$ cat config.mk
export PLATFORM = sky130hd
export DESIGN_NAME = seg7_scan_display
export DESIGN_NICKNAME = d
export VERILOG_FILES = /design/src/rtl/seg7_scan_display.sv
export SDC_FILE = /design/constraint.sdc
export NUM_CORES = 1
export LEC_CHECK = 0
export ABC_AREA = 1
export CORE_UTILIZATION = 61
export DETAILED_ROUTE_END_ITERATION = 12
export GPL_TIMING_DRIVEN = 0
export PLACE_DENSITY_LB_ADDON = 0.05
export SLEW_MARGIN = 40
export SYNTH_ARGS = -nofsm -noshare
export SYNTH_HDL_FRONTEND = slang
export SYNTH_SLANG_ARGS = --single-unit
$ cat constraint.sdc
create_clock -name clk -period 3.6 [get_ports clk]
set_input_delay 0.54 -clock clk [delete_from_list [all_inputs] [get_ports clk]]
set_output_delay 0.54 -clock clk [all_outputs]
set_load 0.05 [all_outputs]
$ cat src/rtl/seg7_scan_display.sv
// Four-digit multiplexed 7-segment display driver.
// A prescaler divides clk into digit slots; a 2-bit index walks the digits once per frame.
// New data is staged in a pending register and only reaches the shadow (displayed) register
// at a frame boundary, so the visible value never changes mid-frame.
// All display outputs are registered, one cycle behind the scan state.
// Optional feature: define LEADING_ZERO_BLANK_EN to blank leading zero digits 3..1.
module seg7_scan_display #(
  parameter int unsigned SCAN_PERIOD  = 100_000,
  parameter int unsigned BLANK_CYCLES = 2,
  parameter int unsigned DP_POS       = 2
) (
  input  logic        clk,
  input  logic        rst,
  input  logic [15:0] data_in,
  input  logic        load,
  output logic [3:0]  an,
  output logic [6:0]  seg,
  output logic        dp,
  output logic        frame_done
);

  localparam int unsigned PW = (SCAN_PERIOD > 1) ? $clog2(SCAN_PERIOD) : 1;
  localparam logic [PW-1:0] PrescMax = PW'(SCAN_PERIOD - 1);
  localparam logic [PW-1:0] BlankLen = PW'(BLANK_CYCLES);
  localparam logic [1:0]    DpIdx    = 2'(DP_POS);

  localparam logic [6:0] SegOff  = 7'b1111111;
  localparam logic [6:0] SegDash = 7'b0111111;

  // Scan state
  logic [PW-1:0] presc_q, presc_d;
  logic [1:0]    idx_q, idx_d;

  // Data path state
  logic [15:0] shadow_q, shadow_d;
  logic [15:0] pend_val_q, pend_val_d;
  logic        pend_flag_q, pend_flag_d;

  // Registered outputs
  logic [3:0] an_q, an_d;
  logic [6:0] seg_q, seg_d;
  logic       dp_q, dp_d;
  logic       frame_done_q, frame_done_d;

  logic       tick;
  logic       boundary;
  logic       slot_blank;
  logic [3:0] cur_digit;
  logic       lz_blank;

  assign tick     = (presc_q == PrescMax);
  assign boundary = tick && (idx_q == 2'd3);

  // Segment pattern for one BCD digit; 10..15 show a dash.
  function automatic logic [6:0] seg_decode(input logic [3:0] d);
    logic [6:0] s;
    unique case (d)
      4'd0:    s = 7'b1000000;
      4'd1:    s = 7'b1111001;
      4'd2:    s = 7'b0100100;
      4'd3:    s = 7'b0110000;
      4'd4:    s = 7'b0011001;
      4'd5:    s = 7'b0010010;
      4'd6:    s = 7'b0000010;
      4'd7:    s = 7'b1111000;
      4'd8:    s = 7'b0000000;
      4'd9:    s = 7'b0010000;
      default: s = SegDash;
    endcase
    return s;
  endfunction

  // Prescaler wraps every slot; digit index advances on each tick.
  always_comb begin
    presc_d = tick ? '0 : presc_q + PW'(1);
    idx_d   = tick ? idx_q + 2'd1 : idx_q;
  end

  // Pending/shadow handoff: only a frame boundary may change what is displayed.
  always_comb begin
    shadow_d    = shadow_q;
    pend_val_d  = pend_val_q;
    pend_flag_d = pend_flag_q;
    if (boundary) begin
      // A load landing exactly on the boundary bypasses the pending stage.
      if (load) begin
        shadow_d = data_in;
      end else if (pend_flag_q) begin
        shadow_d = pend_val_q;
      end
      pend_flag_d = 1'b0;
    end else if (load) begin
      pend_val_d  = data_in;
      pend_flag_d = 1'b1;
    end
  end

  // Select the shadow digit addressed by the current index.
  always_comb begin
    cur_digit = 4'd0;
    unique case (idx_q)
      2'd0: cur_digit = shadow_q[3:0];
      2'd1: cur_digit = shadow_q[7:4];
      2'd2: cur_digit = shadow_q[11:8];
      2'd3: cur_digit = shadow_q[15:12];
      default: cur_digit = 4'd0;
    endcase
  end

`ifdef LEADING_ZERO_BLANK_EN
  // A digit is a leading zero when it and every digit above it are zero; digit 0 always shows.
  always_comb begin
    lz_blank = 1'b0;
    unique case (idx_q)
      2'd1: lz_blank = (shadow_q[15:4] == 12'd0);
      2'd2: lz_blank = (shadow_q[15:8] == 8'd0);
      2'd3: lz_blank = (shadow_q[15:12] == 4'd0);
      default: lz_blank = 1'b0;
    endcase
  end
`else
  // Leading-zero blanking not built; every digit is decoded.
  always_comb begin
    lz_blank = 1'b0;
  end
`endif

  // Next values of the registered display outputs.
  always_comb begin
    slot_blank   = (presc_q < BlankLen);
    an_d         = slot_blank ? 4'b1111 : ~(4'b0001 << idx_q);
    seg_d        = lz_blank ? SegOff : seg_decode(cur_digit);
    // The decimal point ignores blanking; the anode already gates it.
    dp_d         = (idx_q != DpIdx);
    frame_done_d = boundary;
  end

  // State and output registers with synchronous active-low reset.
  always_ff @(posedge clk) begin
    if (!rst) begin
      presc_q      <= '0;
      idx_q        <= 2'd0;
      shadow_q     <= 16'd0;
      pend_val_q   <= 16'd0;
      pend_flag_q  <= 1'b0;
      an_q         <= 4'b1111;
      seg_q        <= SegOff;
      dp_q         <= 1'b1;
      frame_done_q <= 1'b0;
    end else begin
      presc_q      <= presc_d;
      idx_q        <= idx_d;
      shadow_q     <= shadow_d;
      pend_val_q   <= pend_val_d;
      pend_flag_q  <= pend_flag_d;
      an_q         <= an_d;
      seg_q        <= seg_d;
      dp_q         <= dp_d;
      frame_done_q <= frame_done_d;
    end
  end

  assign an         = an_q;
  assign seg        = seg_q;
  assign dp         = dp_q;
  assign frame_done = frame_done_q;

endmodule

Word-level counts from Yosys, hierarchy flattened
Memories as Yosys holds them, arrays and structs flattened. A register that Yosys moved wholly into a read port is not among the register bits.
Index checks and enable logic that the tools add are counted.
W data, S select, Z words.

word-level totals
  register bits after elaboration = 58
  bits in read-only memories = 112
  word-level logic and storage cells = 33
  memories = 1

cells by class
  $add $sub $neg = 2
  magnitude comparators = 1
  equality and inequality tests = 5
  shift operators = 1
  muxes and demuxes = 3
  bitwise operators = 3
  reductions and logical operators = 9

memories
  name             depth  width  rd ports  clocked after memory_dff  write ports  RTL line  text
  (no name shown)  16     7      1         1                         0            57        unique case (d)

operators with widths
  cell                     number
  $mux W16                 2
  $add A17 B1 Y17 const B  1
  $eq A17 B17 Y1 const B   1
  $lt A17 B2 Y1 const B    1
  $pmux W4 S4              1
  $reduce_or A2 Y1         3
  $eq A2 B2 Y1 const B     2
  $not A4 Y4               1
  $reduce_and A2 Y1        2
  $shl A1 B2 Y4 const A    1
  $add A2 B1 Y2 const B    1
  $eq A2 B1 Y1 const B     1
  $logic_not A2 Y1         1
  $ne A2 B2 Y1 const B     1
  $not A1 Y1               2
  $reduce_bool A2 Y1       1
  $logic_and A1 B1 Y1      1
  $logic_not A1 Y1         1

Longest topological paths before layout
  word-level depth = 4
  depth in mapped cells = 10
  mapped depth without buffers = 10

Least setup slack after synthesis
OpenSTA, ideal clock, no wires.

  path kind = register -> register
  start point = reg idx_q[0]
  end point = reg seg_q[3] (netlist: seg[3])
  data arrival time = 1.823 ns
  data required time = 3.540 ns
  path slack = 1.717 ns
  stages on the path, launching flop included = 11
  period minus slack after synthesis = 1.883 ns
  cell sequence = dfxtp_1 > inv_1 > ha_1 > inv_1 > nand2_1 > o22ai_1 > ha_1 > or2_2 > nand2_1 > nand2_1 > nand2_1

between the ends
  longest elaborated chain between the ends = 2
  elaborated cells between the ends (all ways) = 5
  classes of those cells = eq/ne (3); mux (1); reduce/logical (1)

ends and longest elaborated chain
  element                                     RTL line  text
  start, declared                             32        logic [1:0] idx_q, idx_d;
  start signal, assigned                      152       idx_q <= idx_d;
  $eq A2 B2 Y1, or another cell as far along  101       unique case (idx_q)
  $pmux W4 S4 *                               101
  end, declared                               41        logic [6:0] seg_q, seg_d;

Every way passes the cells marked *; elsewhere a longest branch is shown, timed or not.
A chain may end at the register's enable or synchronous reset.

Worst setup path in the final report
Same ends and word-level chain as after synthesis.

==> impl_metrics.toml <==
[floorplan]
dieHeight_um = 75.3
core-area_um2 = 5140
start_util_pct = 63.8
design.die.area_um2 = 5670
ios = 32
fp.dieW_um = 75.3
core.rowCount = 26

[drt]
firstDrtPassIters = 4
avgViaCountPerCell = 5.12
drtIter0Drc = 153
ant_nets = 0
vias = 2972
drt-wirelength-per-cell_um = 12.3
drc = 0
wl_um = 7130

[power_and_ir_drop]
vdd_ir_drop_max_uv = 340
p_leak_uw = 0.00171
power_density_nw_per_um2 = 394

[synth]
yosys_register_bits = 65
synth_largest_area_cell = "dfxtp_1"
synth.distinct_cells = 34
postSynthCellCount = 465
postSynthAreaPerCell_um2 = 7.05
synth.top_cell.area_share_pct = 39.7
synth_nets = 493
synth_area_um2 = 3280
synth_warnings = 0
ys_seq_area_share_pct = 39.7
synth_top_cells_by_area = "dfxtp_1, nand2_1, nor2_1"

[grt]
grt_max_degree = 11
grt_overflow_total = 0
grt_usage_pct = 27.2
antenna_found_initial = 0
grt_pass1_wl_um = 11500
grt_pass1_vias = 2625

[place]
gp_congestion = 0.892
portBuffers = 29
hpwlAfterDp_um = 5060
dpl_cell_area_um2 = 3660
dp_cells = 564
place_ws_ns = 1.42

[cells_and_area]
layout.nets = 533
diodes = 0
instances_no_fill = 580
finalInstanceArea_um2 = 3860
area_delta_synth_final_pct = 17.9
drive_gt1_share_pct = 7.25
n_fill_cell = 440

[cts]
ctsResizeCount = 0
cts_tree = "yes"
cts_hold_buf = 0
cts_htree_levels = 3
cts_setup_buffers = 0
cts_root_buffer = "clkbuf_8"
clk_latency_ns = 0.34
cts_num_sinks = 65
clockBufferDepth = 2
numCtsBuffers = 9
clk_pin_slew_worst_paths_ns = 0.07

[sta]
finalHoldViolations = 0
layout_worst_path_cycle_share_pct = 62.6
finalWorstSetupSlack_ns = 1.35
tightest_slew_ns = 0.589
slew_headroom_pct = 60.7
fmax_mhz = 444
final_max_slew_viol_count = 0
finalClockSkew_ns = 0.00659
post-route-min-period_ns = 2.25
setup_tns_ns = 0
grt_setup_unrepaired = "false"
setup_viol = 0

[flow_run]
cap_violations = 0

[critical_path]
crit_required_ns = 3.89
worst_ep_arrival_time_ns = 2.54
reg2reg_depth = 10
crit_path_end_kind = "flop"
worstSetupPathType = "flop to flop"
startpoint_type = "flop"
path_max_fanout = 5

[min_path]
hold_path.class = "flop to flop"
holdPathStages = 1

[status]
status = "complete, no violations"
## cells in the mapped netlist
library cell	number
nor3b_1	3
mux2i_1	16
clkbuf_1	8
inv_1	65
nand3_2	2
nor3_1	6
nand4_1	21
buf_1	3
nand2_1	103
buf_6	3
and3_1	1
o21bai_1	1
nand2_2	1
a21oi_1	24
buf_2	4
nor2_1	66
buf_4	2
nor3_2	1
o22ai_1	2
o21ai_0	5
nand4_2	1
inv_2	1
nor2_2	1
xnor2_1	1
nor4_1	1
clkinv_1	1
xor2_1	5
nor2_4	1
dfxtp_1	65
nand3_1	35
ha_1	9
or2_2	5
o21ai_1	1
nor3_4	1
## cell usage in the layout, fill, tap and decap left out, types with 2 or more instances in the layout
master | netlist | layout
a21oi_1 | 24 | 24
buf_1 | 3 | 3
buf_2 | 4 | 4
buf_4 | 2 | 2
buf_6 | 3 | 3
clkbuf_1 | 8 | 10
clkbuf_8 | 0 | 12
clkdlybuf4s50_1 | 0 | 29
dfxtp_1 | 65 | 65
ha_1 | 9 | 9
inv_1 | 65 | 65
mux2i_1 | 16 | 16
nand2_1 | 103 | 103
nand3_1 | 35 | 35
nand3_2 | 2 | 2
nand4_1 | 21 | 21
nor2_1 | 66 | 66
nor3_1 | 6 | 6
nor3b_1 | 3 | 3
o21ai_0 | 5 | 5
o22ai_1 | 2 | 2
or2_2 | 5 | 5
xor2_1 | 5 | 5
## cell families after synthesis
kind of cell / share of synthesized area (%)
buf+inv: 11.0
mux: 4.89
flops: 39.7
fa+ha+maj: 3.44
xor+xnor: 1.60
simple gates: 34.2
compound gates: 5.19
## power breakdown
group | leakage [uW] | internal [uW] | switching, uW
clock | 0.000107 | 376 | 259
combinational | 0.00108 | 56.1 | 81.1
sequential | 0.000531 | 740 | 10.1
## per-stage QoR
step | hold WS, ns | total power, uW | util (%)
floorplan | 0.417 | 852 | -
global placement | 0.427 | 898 | 71.1
detailed placement | 0.447 | 901 | 71.1
CTS | 0.458 | 1530 | 75.2
global route | 0.477 | 1580 | 75.2
finish | 0.452 | 1520 | 75.2
## final cells by class
type / instances / area [um2] / area share [%]
Multi-Input combinational cell: 313 / 1620 / 41.8
Tap cell: 70 / 87.6 / 2.27
Clock buffer: 14 / 173 / 4.47
Sequential cell: 65 / 1300 / 33.7
Clock inverter: 2 / 35.0 / 0.907
Timing Repair Buffer: 29 / 290 / 7.51
Inverter: 67 / 251 / 6.51
Buffer: 20 / 110 / 2.85
## worst paths after layout
path	from	end	slack (ns)
max	idx_q[0]	seg[3]	1.35
min reg2reg	presc_q[0]	presc_q[0]	0.45
min	presc_q[0]	presc_q[0]	0.45
max reg2reg	idx_q[0]	seg[3]	1.35
## sequential cells by signal, summed over array words and instances, names as in the netlist
signal	cells
seg	7
an	4
presc_q	17
dp	1
idx_q	2
pend_flag_q	1
shadow_q	16
frame_done	1
pend_val_q	16
## per-layer routing
metal | wire (um) | GRT usage [%] | up-vias
met5 | 0 | 0 | -
met3 | 288 | 4.37 | 12
met1 | 3310 | 35.0 | 1326
li1 | - | - | 1554
met4 | 128 | 12.1 | 0
met2 | 3410 | 45.2 | 80
## critical path: stages, from the launching register on
cell      delay [ns]
dfxtp_1         0.33
inv_1           0.14
ha_1            0.30
inv_1           0.09
o21ai_0         0.31
o21bai_1        0.19
ha_1            0.34
or2_2           0.30
nand2_1         0.08
nand2_1         0.05
nand2_1         0.07
(Power assumes the default switching activity.)
